**src/rtl/demux_stream_1xn_pkg.sv**
```systemverilog
// Shared defaults, beat classification and elaboration helpers for the
// 1xN stream demultiplexer.
package demux_stream_1xn_pkg;

  // Default geometry: 16 channels of 8-bit data, 4-bit select, 8-bit drop counter.
  localparam int DEF_N  = 16;
  localparam int DEF_W  = 8;
  localparam int DEF_SW = 4;
  localparam int DEF_CW = 8;

  // What happens to the beat presented this cycle.
  typedef enum logic [1:0] {
    ROUTE_NONE  = 2'd0,  // nothing accepted
    ROUTE_UNI   = 2'd1,  // accepted into one slot
    ROUTE_BCAST = 2'd2,  // accepted into every slot at once
    ROUTE_DROP  = 2'd3   // accepted but the select names no channel
  } route_e;

  // True when an SW-bit select can address all n channels.
  function automatic bit sel_width_ok(input int n, input int sw);
    return ((64'd1 << sw) >= 64'(n));
  endfunction

endpackage

```
**src/rtl/demux_slot.sv**
```systemverilog
// One-entry output register for a single channel. A load always wins; a
// completed transfer with no load empties the slot. Data is held while empty.
module demux_slot #(
  parameter int W = 8
) (
  input  logic         clk,
  input  logic         rst,
  input  logic         ld,
  input  logic [W-1:0] d,
  input  logic         rdy,
  output logic         vld,
  output logic [W-1:0] q
);

  logic         r_vld;
  logic [W-1:0] r_q;

  // Slot occupancy and payload: load, drain, or hold.
  always_ff @(posedge clk or posedge rst) begin
    if (rst) begin
      r_vld <= 1'b0;
      r_q   <= {W{1'b0}};
    end else if (ld) begin
      r_vld <= 1'b1;
      r_q   <= d;
    end else if (r_vld && rdy) begin
      r_vld <= 1'b0;
      r_q   <= r_q;
    end else begin
      r_vld <= r_vld;
      r_q   <= r_q;
    end
  end

  assign vld = r_vld;
  assign q   = r_q;

endmodule

```
**src/rtl/demux_stream_1xn.sv**
```systemverilog
// 1xN valid/ready stream demultiplexer with per-channel output slots,
// all-or-nothing broadcast, out-of-range select sinking and a saturating
// drop counter.
module demux_stream_1xn
  import demux_stream_1xn_pkg::*;
#(
  parameter int N  = DEF_N,
  parameter int W  = DEF_W,
  parameter int SW = DEF_SW,
  parameter int CW = DEF_CW
) (
  input  logic           clk,
  input  logic           rst,
  input  logic           in_valid,
  output logic           in_ready,
  input  logic [W-1:0]   in_data,
  input  logic [SW-1:0]  in_sel,
  input  logic           in_bcast,
  output logic [N-1:0]   out_valid,
  input  logic [N-1:0]   out_ready,
  output logic [N*W-1:0] out_data,
  output logic           err_sel,
  output logic [CW-1:0]  drop_cnt
);

  localparam logic [CW-1:0] DROP_MAX = {CW{1'b1}};
  localparam logic [SW:0]   N_L      = (SW+1)'(N);

  // The select must be wide enough to name every channel.
  if (!sel_width_ok(N, SW)) begin : g_sel_width_check
    $error("demux_stream_1xn: 2**SW must be >= N");
  end

  logic [N-1:0]        w_sel_oh;
  logic [N-1:0]        w_free;
  logic [N-1:0]        w_slot_vld;
  logic [N-1:0][W-1:0] w_slot_q;
  logic [N-1:0]        w_ld;
  logic                w_in_range;
  logic                w_in_ready;
  route_e              w_route;
  logic                r_err_sel;
  logic [CW-1:0]       r_drop_cnt;

  assign w_in_range = ({1'b0, in_sel} < N_L);

  // Per-channel select decode; a slot is free when empty or draining now.
  for (genvar k = 0; k < N; k++) begin : g_dec
    assign w_sel_oh[k] = (in_sel == SW'(k));
    assign w_free[k]   = !w_slot_vld[k] || out_ready[k];
  end

  // Source-side ready: depends only on slot state, select and mode, never on in_valid.
  always_comb begin
    w_in_ready = 1'b0;
    if (rst) begin
      w_in_ready = 1'b0;
    end else if (in_bcast) begin
      w_in_ready = &w_free;
    end else if (!w_in_range) begin
      w_in_ready = 1'b1;
    end else begin
      w_in_ready = |(w_sel_oh & w_free);
    end
  end

  // Classify the beat accepted this cycle.
  always_comb begin
    w_route = ROUTE_NONE;
    if (in_valid && w_in_ready) begin
      if (in_bcast) begin
        w_route = ROUTE_BCAST;
      end else if (w_in_range) begin
        w_route = ROUTE_UNI;
      end else begin
        w_route = ROUTE_DROP;
      end
    end else begin
      w_route = ROUTE_NONE;
    end
  end

  // Slot load enables derived from the beat classification.
  always_comb begin
    w_ld = {N{1'b0}};
    case (w_route)
      ROUTE_UNI:   w_ld = w_sel_oh;
      ROUTE_BCAST: w_ld = {N{1'b1}};
      ROUTE_DROP:  w_ld = {N{1'b0}};
      ROUTE_NONE:  w_ld = {N{1'b0}};
      default:     w_ld = {N{1'b0}};
    endcase
  end

  for (genvar k = 0; k < N; k++) begin : g_slot
    demux_slot #(
      .W (W)
    ) u_slot (
      .clk (clk),
      .rst (rst),
      .ld  (w_ld[k]),
      .d   (in_data),
      .rdy (out_ready[k]),
      .vld (w_slot_vld[k]),
      .q   (w_slot_q[k])
    );
  end

  // Error pulse for one cycle after a sunk beat; drop counter sticks at its maximum.
  always_ff @(posedge clk or posedge rst) begin
    if (rst) begin
      r_err_sel  <= 1'b0;
      r_drop_cnt <= {CW{1'b0}};
    end else begin
      r_err_sel <= (w_route == ROUTE_DROP);
      if ((w_route == ROUTE_DROP) && (r_drop_cnt != DROP_MAX)) begin
        r_drop_cnt <= r_drop_cnt + CW'(1);
      end else begin
        r_drop_cnt <= r_drop_cnt;
      end
    end
  end

  assign in_ready  = w_in_ready;
  assign out_valid = w_slot_vld;
  assign out_data  = w_slot_q;
  assign err_sel   = r_err_sel;
  assign drop_cnt  = r_drop_cnt;

endmodule
```
**config.mk**
```make
export PLATFORM = sky130hd
export DESIGN_NAME = demux_stream_1xn
export DESIGN_NICKNAME = d
export VERILOG_FILES = /design/src/rtl/demux_stream_1xn_pkg.sv /design/src/rtl/demux_slot.sv /design/src/rtl/demux_stream_1xn.sv
export SDC_FILE = /design/constraint.sdc
export NUM_CORES = 1
export LEC_CHECK = 0
export ABC_CLOCK_PERIOD_IN_PS = 4980
export CELL_PAD_IN_SITES_DETAIL_PLACEMENT = 1
export CELL_PAD_IN_SITES_GLOBAL_PLACEMENT = 2
export CORE_AREA = 2 2 154 156
export DETAILED_ROUTE_END_ITERATION = 8
export DIE_AREA = 0 0 156 158
export HOLD_SLACK_MARGIN = 0.06
export MAX_ROUTING_LAYER = met4
export PLACE_DENSITY_LB_ADDON = 0.1
export SYNTH_ARGS = -nofsm -noshare
export SYNTH_HDL_FRONTEND = slang
export SYNTH_SLANG_ARGS = --single-unit
```
**constraint.sdc**
```tcl
create_clock -name clk -period 4.98 [get_ports clk]
set_clock_uncertainty 0.1 [all_clocks]
set_input_delay 0.498 -clock clk [delete_from_list [all_inputs] [get_ports clk]]
set_output_delay 0.498 -clock clk [all_outputs]
set_load 0.05 [all_outputs]
```
=== Yosys cells after proc, flatten, opt, wreduce, memory -nomap -nowiden ===
Cells that the tools add are included.

* Word-level logic and storage cells: 163
* Bits of input ports: 32
* Flip-flop bits (word level): 153
* Output and inout port bits: 154

* $add $sub $neg: 1
* Bitwise operators: 1
* Reduce and logical (&&, ||, !) cells: 71
* Equal/unequal tests: 19
* Muxes and demuxes: 37

{| class="wikitable"
|+ Operators with widths
! cell !! number
|-
| $pmux 16 s3 || 1
|-
| $mux 1 || 34
|-
| $eq 4x4->1 const B || 8
|-
| $reduce_bool 2->1 || 16
|-
| $logic_and 1x1->1 || 18
|-
| $and 16x16->16 || 1
|-
| $eq 4x3->1 const B || 4
|-
| $logic_not 1->1 || 16
|-
| $logic_or 1x1->1 || 16
|-
| $reduce_and 16->1 || 1
|-
| $reduce_or 16->1 || 1
|-
| $add 8x1->8 const B || 1
|-
| $eq 4x2->1 const B || 2
|-
| $ne 8x8->1 const B || 1
|-
| $eq 2x2->1 const B || 2
|-
| $eq 4x1->1 const B || 1
|-
| $logic_not 4->1 || 1
|-
| $mux 2 || 2
|-
| $eq 2x1->1 const B || 1
|-
| $logic_not 2->1 || 1
|-
| $reduce_or 2->1 || 1
|}

=== Depth between registers and ports, before layout ===
Gate-level depths: netlist (run 1).

* Word-level depth: 12
* Gate-level depth with buffers: 8
* Depth with buffers taken out: 6

=== Hierarchy ===
From an unflattened synthesis (run 1), not the netlist that was laid out.

* Cell total of the unflattened synthesis: 447
* Area total of the unflattened synthesis: 6830.3 um^2

{| class="wikitable"
|+ Modules (own cells, without submodules)
! module !! cells an instance !! area an instance (um^2) !! instances !! sequential area each (um^2)
|-
| demux_slot || 21 || 372.9 || 16 || 225.2
|-
| demux_stream_1xn || 111 || 864.6 || 1 || 225.2
|}

=== Worst setup path after synthesis (run 1) ===
Ideal clock, no wire load.

* Path type: input-to-output
* Start: in in_sel[1]
* End: out in_ready
* Path buffers: 0
* Path slack: 1.896 ns
* Arrival time: 2.486 ns
* Cell stages on the path: 5
* Data required time: 4.382 ns
* Cell sequence: or2_1 > o221a_1 > o2111ai_2 > o21ai_0 > a211oi_1

* Word-level cells in the longest chain between the ends: 5
* Elaborated cells between the ends (all ways): 20
* Classes of those cells: eq/ne (15); mux (2); bitwise (1); reduce/logical (2)

{| class="wikitable"
|+ Ends and longest elaborated chain
! what !! line !! text
|-
| start: declaration || demux_stream_1xn.sv:17 || <nowiki>input logic [SW-1:0] in_sel,</nowiki>
|-
| $eq 4x1->1 (tied with other cells) || demux_stream_1xn.sv:49 || <nowiki>assign w_sel_oh[k] = (in_sel == SW'(k));</nowiki>
|-
| $and 16x16->16 * || demux_stream_1xn.sv:63 || <nowiki>w_in_ready = |(w_sel_oh & w_free);</nowiki>
|-
| $reduce_or 16->1 * || demux_stream_1xn.sv:63 ||
|-
| $mux 1 * || demux_stream_1xn.sv:58 || <nowiki>end else if (in_bcast) begin</nowiki>
|-
| $mux 1 * || demux_stream_1xn.sv:56 || <nowiki>if (rst) begin</nowiki>
|-
| end: declaration || demux_stream_1xn.sv:15 || <nowiki>output logic in_ready,</nowiki>
|}

Every way passes the cells marked *; elsewhere a longest branch is shown, timed or not.

=== Worst setup path after layout (run 1) ===
Same ends and word-level chain as after synthesis.

==> impl_results.md, run 1 <==
- Outcome: finished clean
- Starting Density: 28.6%
- Tcrit/Tclk final: 80.1%
- Num CTS Buffers: 17
- Die width: 156 um
- Pint: roughly 3900 uW
- Crit path arrival time: 3390 ps
- Simple-gate share of the synthesized area: 6.61%
- Top-count cell post-synth: dfrtp_1
- Core outline area: 23100 sq um
- Worst Path Required: 4380 ps
- Fin. max-slew vios: 0
- EDFF count, synth: 0
- Net Sw Frac: 47.0%
- Top cell type's share of synthesized area: 58.0%
- Synth Area in Compound Gates: under 10%
- Synth top area cells: dfrtp_1 58%, mux2_2 15%, mux2_4 9.1%
- Critical Path Source: in_sel[1]
- Share of cells above drive strength 1: 32.1%
- Final nets: 640
- Count of input and output buffers: 185
- Multi-input gate area: 2480 sq um
- Final Instance Area: 9140 sq um
- Vias in the first global route: 4623
- Post-synthesis xor/xnor area fraction: 0%
- Full die area: 24600 sq um
- GR Overflow Total: 0
- Largest net degree at the start of global routing: 91
- IO Pins: 186
- Area leader, netlist: dfrtp_1
- DR vias: between 4000 and 5000
- Worst hold slack: 278 ps
- Critical path fanouts, max: 16
- DP HPWL: 13400 um
- Maximum VDD drop: about 0.36 mV
- Clk Latency, worst-skew pair: between 400 and 500 ps
- Synth warn: 0
- DR vias/cell: 4.50
- Clock root cell: clkbuf_16
- Postcts setup bufs: 0
- RSZ-0062 raised after global routing: false
- Minimum clock period: between 3000 and 4000 ps
- Post-route insts no fill: 911
- Endpoint type of the worst setup path: primary output
- WL per Instance: around 21 um
- Placed insts: around 880
- Gpl congestion: about 0.74
- All-Layer GR Usage: 16.8%
- Synth Area in Adders: 0%
- Initial antenna violation count: 0
- Ys async rst share: 100%
- Post-synth top cells: 153 x dfrtp_1, 88 x mux2_2, 40 x mux2_4
- Family with the most delay on the worst path: buffers and inverters
- CP max stage delay: 870 ps
- Worst-path clk slew: 70 ps
- Row count: 56
- Cell variety after synth: 49
- Cell area after placement: 8580 sq um
- Buf/Inv on CP: 2
- CP Launch Type: input port
- Setup-failing EPs final: 0
- FF-to-FF Start: g_slot[2].u_slot.vld
- First-pass GRT wire length: 29500 um
- Syn Std Cell Area: roughly 6600 sq um
- DRT Pass-1 Iters: 4
- Slew @ Worst Pin: 946 ps
- Post-synthesis mux area share: 24.1%
- PwrDens: 811 nW/um^2
- Worst min path class: flop to flop
- Syn Nets: 473
- Clock share of power: 16.7%
- Pleak: 0.00378 uW
- TritonCTS sink count: 153
- Comb power frac: 55.1%
- Fin Setup TNS: 0 ps
- FF+latch count, synth: 153
- Die Y: 158 um
- Max Cap Violations: 0
- Class of the most critical setup path: input port to primary output
- Fillers: between 2000 and 2500
- Post-DRT Antenna Nets: 0
- FF+latch area: 3830 sq um
- Clock tree buffer depth: 2
- First-iteration detailed-routing DRC count: 132
- CTS resizes: 0
- Largest family of logic cells by synthesized area: multiplexers
- CTS H-tree depth: 4
- Synthesized area per cell: 15.0 sq um
- Flop pwr share: 28.2%
- Final Hold Fails: 0
- Most used cell, CP: clkdlybuf4s50_1
- Worst-path cell chain: clkdlybuf4s50_1 -> or2_1 -> o221a_1 -> o2111ai_2 -> o21ai_0 -> a211oi_1 -> clkdlybuf4s50_1
- DRC viols: 0
- Wirelength, routed: around 19000 um
- Post-synthesis instance total: 441
- Cts hold-fix bufs: 0
- CTS tree: yes
- CP max-delay cell: clkdlybuf4s50_1
- Max-Slew Margin vs Limit: a little under two fifths
- Area growth syn-to-layout: 38.4%
- Post-synth top flop: dfrtp_1
- Switch Pwr: between 3000 and 4000 uW
- Achievable frequency: around 0.25 GHz
- Sequential fraction of the synthesis area: between 50 and 60%
- Min-delay src: drop_cnt[1]
state kept, by name (all words and copies together) (netlist names):
| name | count |
|---|---|
| g_slot.u_slot.q | 128 |
| g_slot.u_slot.vld | 16 |
| drop_cnt | 8 |
| err_sel | 1 |
per-layer routing:
metal	routed length (um)	global-route usage, %
met1	8630	21.1
met2	9480	26.7
met3	1040	4.90
met4	223	4.37
met5	0	-
layout make-up:
type	instances	area share (%)
Antenna cell	1	0.0274
Clock buffer	17	4.66
Clock inverter	14	1.45
Inverter	4	0.219
Multi-Input combinational cell	243	27.2
Sequential cell	153	41.9
Tap cell	290	3.97
Timing Repair Buffer	189	20.6
placed cells by master (no fill, tap or decap), types with 2 or more instances in the layout:
cell | synthesis | final
clkdlybuf4s50_1 | 0 | 185
dfrtp_1 | 153 | 153
mux2_2 | 88 | 88
mux2_4 | 40 | 40
nand2_1 | 22 | 22
clkbuf_16 | 0 | 17
a21oi_4 | 13 | 13
nor2b_1 | 10 | 10
nand2b_1 | 10 | 10
or2_2 | 9 | 9
inv_6 | 0 | 8
nand3b_1 | 5 | 5
a21o_2 | 5 | 5
nor3_1 | 4 | 4
buf_4 | 18 | 4
inv_1 | 4 | 3
o2111ai_1 | 3 | 3
a21o_1 | 3 | 3
and2_1 | 2 | 2
or3b_1 | 2 | 2
nor2_1 | 2 | 2
a21oi_2 | 2 | 2
clkinvlp_4 | 0 | 2
inv_8 | 0 | 2
clkinv_4 | 0 | 2
kinds of logic after synthesis:
logic type             count (synthesis)
AO/OA/AOI/OAI                         38
buffers and inverters                 45
flip-flops                           153
multiplexers                         128
other                                  1
AND/OR/NAND/NOR                       76
worst paths after layout:
| path | endpoint | slack [ps] | depth (start not counted) |
|---|---|---|---|
| worst max-delay path | in_ready | 990 | 7 |
| worst min-delay path | drop_cnt[1] | 280 | 0 |
| worst max register to register | g_slot[13].u_slot.q[0] | 1760 | 5 |
| worst min register to register | drop_cnt[1] | 280 | 0 |
| max in group asynchronous | g_slot[10].u_slot.q[6] | 3180 | 3 |
| min in group asynchronous | g_slot[14].u_slot.vld | 580 | 2 |
metrics by stage:
step	total power, uW	setup WS (ps)	utilization, %
2_1_floorplan	4840	261	-
3_3_place_gp	6200	987	37.2
3_5_place_dp	6230	986	37.2
4_1_cts	7510	946	39.6
5_1_grt	7750	803	39.6
6_report	7410	989	39.6
power by group through the flow:
stage          clock network [uW]  logic [uW]  registers [uW]
2_1_floorplan                   0         917            3920
3_3_place_gp                    0        4100            2090
3_5_place_dp                    0        4120            2110
4_1_cts                      1280        4130            2100
5_1_grt                      1330        4240            2180
6_report                     1240        4090            2090
Note: power is estimated with default switching activity, not from simulation.
==> run 2, diff against run 1 <==
--- a/config.mk
+++ b/config.mk
@@ -5,12 +5,12 @@
 export SDC_FILE = /design/constraint.sdc
 export NUM_CORES = 1
 export LEC_CHECK = 0
-export ABC_CLOCK_PERIOD_IN_PS = 4980
+export ABC_CLOCK_PERIOD_IN_PS = 3950
 export CELL_PAD_IN_SITES_DETAIL_PLACEMENT = 1
 export CELL_PAD_IN_SITES_GLOBAL_PLACEMENT = 2
-export CORE_AREA = 2 2 154 156
+export CORE_AREA = 2 2 147 149
 export DETAILED_ROUTE_END_ITERATION = 8
-export DIE_AREA = 0 0 156 158
+export DIE_AREA = 0 0 149 151
 export HOLD_SLACK_MARGIN = 0.06
 export MAX_ROUTING_LAYER = met4
 export PLACE_DENSITY_LB_ADDON = 0.1
==> constraint.sdc (replaced) <==
create_clock -name clk -period 3.95 [get_ports clk]
set_clock_uncertainty 0.1 [all_clocks]
set_input_delay 0.395 -clock clk [delete_from_list [all_inputs] [get_ports clk]]
set_output_delay 0.395 -clock clk [all_outputs]
set_load 0.05 [all_outputs]
==> run 2 against run 1 <==
Compared with the run above:
- hold slack got worse by 2.6 ps
- sequential power rose by 26%
- clock-buffer cell count rose by 3
- wire length fell by 2.0%
- utilization rose by 4.3 points
- setup slack got worse by 200 ps
- total power rose by 27%
- first-iteration DRC count rose by 21%
- global-route usage rose by 1.1 points
- sequential share of layout area fell by 0.092 points
- non-clock buffer count fell by 1
- critical endpoint is now g_slot[15].u_slot.q[0]
- largest cell class unchanged
- highest routed layer unchanged
==> impl_results.md, run 2 (synthesized netlist as in run 1, its figures left out) <==
- Outcome: finished clean (unchanged)
- R2R cell count: 7 (was 5)
- R2R Setup Slk: 860 ps (was 1760 ps)
- DP HPWL: 13200 um (was 13400 um)
- Cts hold-fix bufs: 0 (unchanged)
- Max Cap Violations: 0 (unchanged)
- Row count: 53 (was 56)
- Fin Setup TNS: 0 ps (unchanged)
- Worst-path clk slew: 70 ps (about the same)
- Final Hold Fails: 0 (unchanged)
- DR vias/cell: 4.65 (was 4.50)
- Vias in the first global route: 4759 (was 4623)
- Number of diodes: 0 (was 1)
- CTS resizes: 0 (unchanged)
- Final Instance Area: 9160 sq um (was 9140 sq um)
- DRT Pass-1 Iters: 5 (was 4)
- Final nets: 639 (was 640)
- Largest net degree at the start of global routing: 100 (was 91)
- Worst-path cell chain: clkdlybuf4s50_1 -> and2_1 -> a221oi_1 -> o2111ai_2 -> o211ai_4 -> a21o_1 -> mux2_2 (was clkdlybuf4s50_1 -> or2_1 -> o221a_1 -> o2111ai_2 -> o21ai_0 -> a211oi_1 -> clkdlybuf4s50_1)
- Placed insts: 863 (was 879)
- DR vias: 4159 (was 4104)
- Class of the most critical setup path: input port to flop (was input port to primary output)
- CTS H-tree depth: 4 (unchanged)
- Commonest non-fill, non-tap cell in the layout: clkdlybuf4s50_1 (unchanged)
- Clock tree buffer depth: 2 (unchanged)
- Crit path capture: g_slot[15].u_slot.q[0] (was in_ready)
- Endpoint type of the worst setup path: flop (was primary output)
- RSZ-0062 raised after global routing: false (unchanged)
- Worst min path class: flop to flop (unchanged)
- Max-Slew Margin vs Limit: 40.5% (was 36.8%)
- CP max-delay cell: clkdlybuf4s50_1 (unchanged)
- Count of input and output buffers: 185 (unchanged)
- Num CTS Buffers: 17 (unchanged)
- Final worst setup slack: 788 ps (was 989 ps)
- Critical path fanouts, max: 16 (unchanged)
- CP Launch Type: input port (unchanged)
- Share of cells above drive strength 1: 32.1% (unchanged)
- Wirelength, routed: 19000 um (was 19400 um)
- Slew @ Worst Pin: 890 ps (was 946 ps)
- Die Y: 151 um (was 158 um)
- Setup WS pre-CTS: 308 ps (was 986 ps)
- Worst Path Required: 4150 ps (was 4380 ps)
- Area growth syn-to-layout: 38.7% (was 38.4%)
- Pleak: 0.00380 uW (was 0.00378 uW)
- Post-route insts no fill: 895 (was 911)
- Tcrit/Tclk final: 80.1%
- WL per Instance: 21.2 um (was 21.3 um)
- Cell area after placement: 8560 sq um (was 8580 sq um)
- Starting Density: 31.7% (was 28.6%)
- CTS tree: yes (unchanged)
- Most frequent cells in the layout: 184 x clkdlybuf4s50_1, 153 x dfrtp_1, 88 x mux2_2, 40 x mux2_4, 22 x nand2_1 (was 185 x clkdlybuf4s50_1, 153 x dfrtp_1, 88 x mux2_2, 40 x mux2_4, 22 x nand2_1)
- Die width: 149 um (was 156 um)
- Full die area: 22500 sq um (was 24600 sq um)
- Worst R2R End: g_slot[13].u_slot.q[4] (was g_slot[13].u_slot.q[0])
- Postcts setup bufs: 0 (unchanged)
- Maximum VDD drop: 0.406 mV (was 0.364 mV)
- Max FFs per register: 128 (unchanged)
- First-iteration detailed-routing DRC count: 160 (was 132)
- DRC viols: 0 (unchanged)
- Initial antenna violation count: 0 (unchanged)
- Clock root cell: clkbuf_16 (unchanged)
- Min-delay src: drop_cnt[6] (was drop_cnt[1])
- PwrDens: 1030 nW/um^2 (was 811 nW/um^2)
- Setup-failing EPs final: 0 (unchanged)
- Critical Path Source: in_sel[1] (unchanged)
- Gpl congestion: 0.831 (was 0.740)
- Core outline area: 20800 sq um (was 23100 sq um)
- Crit path arrival time: 3360 ps (was 3390 ps)
- GR Overflow Total: 0 (unchanged)
- Clk Latency, worst-skew pair: 420 ps (about the same)
- TritonCTS sink count: 153 (unchanged)
- First-pass GRT wire length: 28700 um (was 29500 um)
- Minimum clock period: 3160 ps
- All-Layer GR Usage: 17.9% (was 16.8%)
- FF-to-FF Start: g_slot[4].u_slot.vld (was g_slot[2].u_slot.vld)
- Fin. max-slew vios: 0 (unchanged)
- Post-DRT Antenna Nets: 0 (unchanged)
- Achievable frequency: 0.316 GHz
- Fillers: 2116 (was 2352)
- CP max stage delay: 680 ps (was 870 ps)
- IO Pins: 186 (unchanged)
run 2: changes by cell type in the layout (fill, tap and decap cells not counted), moves of 2 or more:
| cell | previous run | this run |
|---|---|---|
| clkinv_2 | 0 | 2 |
| clkbuf_8 | 0 | 2 |
| inv_6 | 8 | 2 |
| bufinv_16 | 0 | 2 |
| clkinv_4 | 2 | 4 |
run 2: layer usage:
layer	part of all wire, %	GRT usage [%]	up-vias	wire length, um
li1	-	-	1856	-
met1	44	22.2	2166	8330
met2	50	28.5	120	9410
met3	5.2	5.12	17	991
met4	1.3	5.19	0	253
met5	0	-	-	0
run 2: how the worst min path moves through the flow:
stage | to | slack, ps | cells after the start
5_1_grt | drop_cnt[3] | 290 | 0
3_3_place_gp | drop_cnt[4] | 260 | 0
2_1_floorplan | g_slot[13].u_slot.vld | 380 | 1
4_1_cts | drop_cnt[6] | 280 | 0
3_5_place_dp | drop_cnt[2] | 270 | 0
6_report | drop_cnt[6] | 280 | 0
run 2: cell type report:
type	count	area (sq um)	share of cell area [%]
clock buffers	20	457	4.99
clock inverters	12	141	1.54
inverters	4	18.8	0.205
multi-input cells	243	2480	27.1
flip-flops and latches	153	3830	41.8
well taps	275	344	3.76
repair buffers	188	1880	20.6
run 2: power by group:
part	total (uW)	switching (uW)	internal (uW)
combinational	5150	3280	1860
sequential	2640	382	2250
clock	1660	687	975
total	9440	4350	5090
run 2: per-stage QoR:
stage | hold slack (ps) | total power (uW) | utilization [%]
2_1_floorplan | 380 | 6100 | -
5_1_grt | 294 | 9850 | 44.0
4_1_cts | 281 | 9560 | 44.0
3_3_place_gp | 264 | 7790 | 41.1
6_report | 276 | 9440 | 44.0
3_5_place_dp | 266 | 7850 | 41.1
run 2: worst max-delay path: cells and delay by family:
| family | cells | cell delay (ps) |
|---|---|---|
| buffers and inverters | 1 | 680 |
| and+or+nand+nor | 1 | 290 |
| AOI/OAI and AO/OA | 4 | 1590 |
| muxes | 1 | 390 |
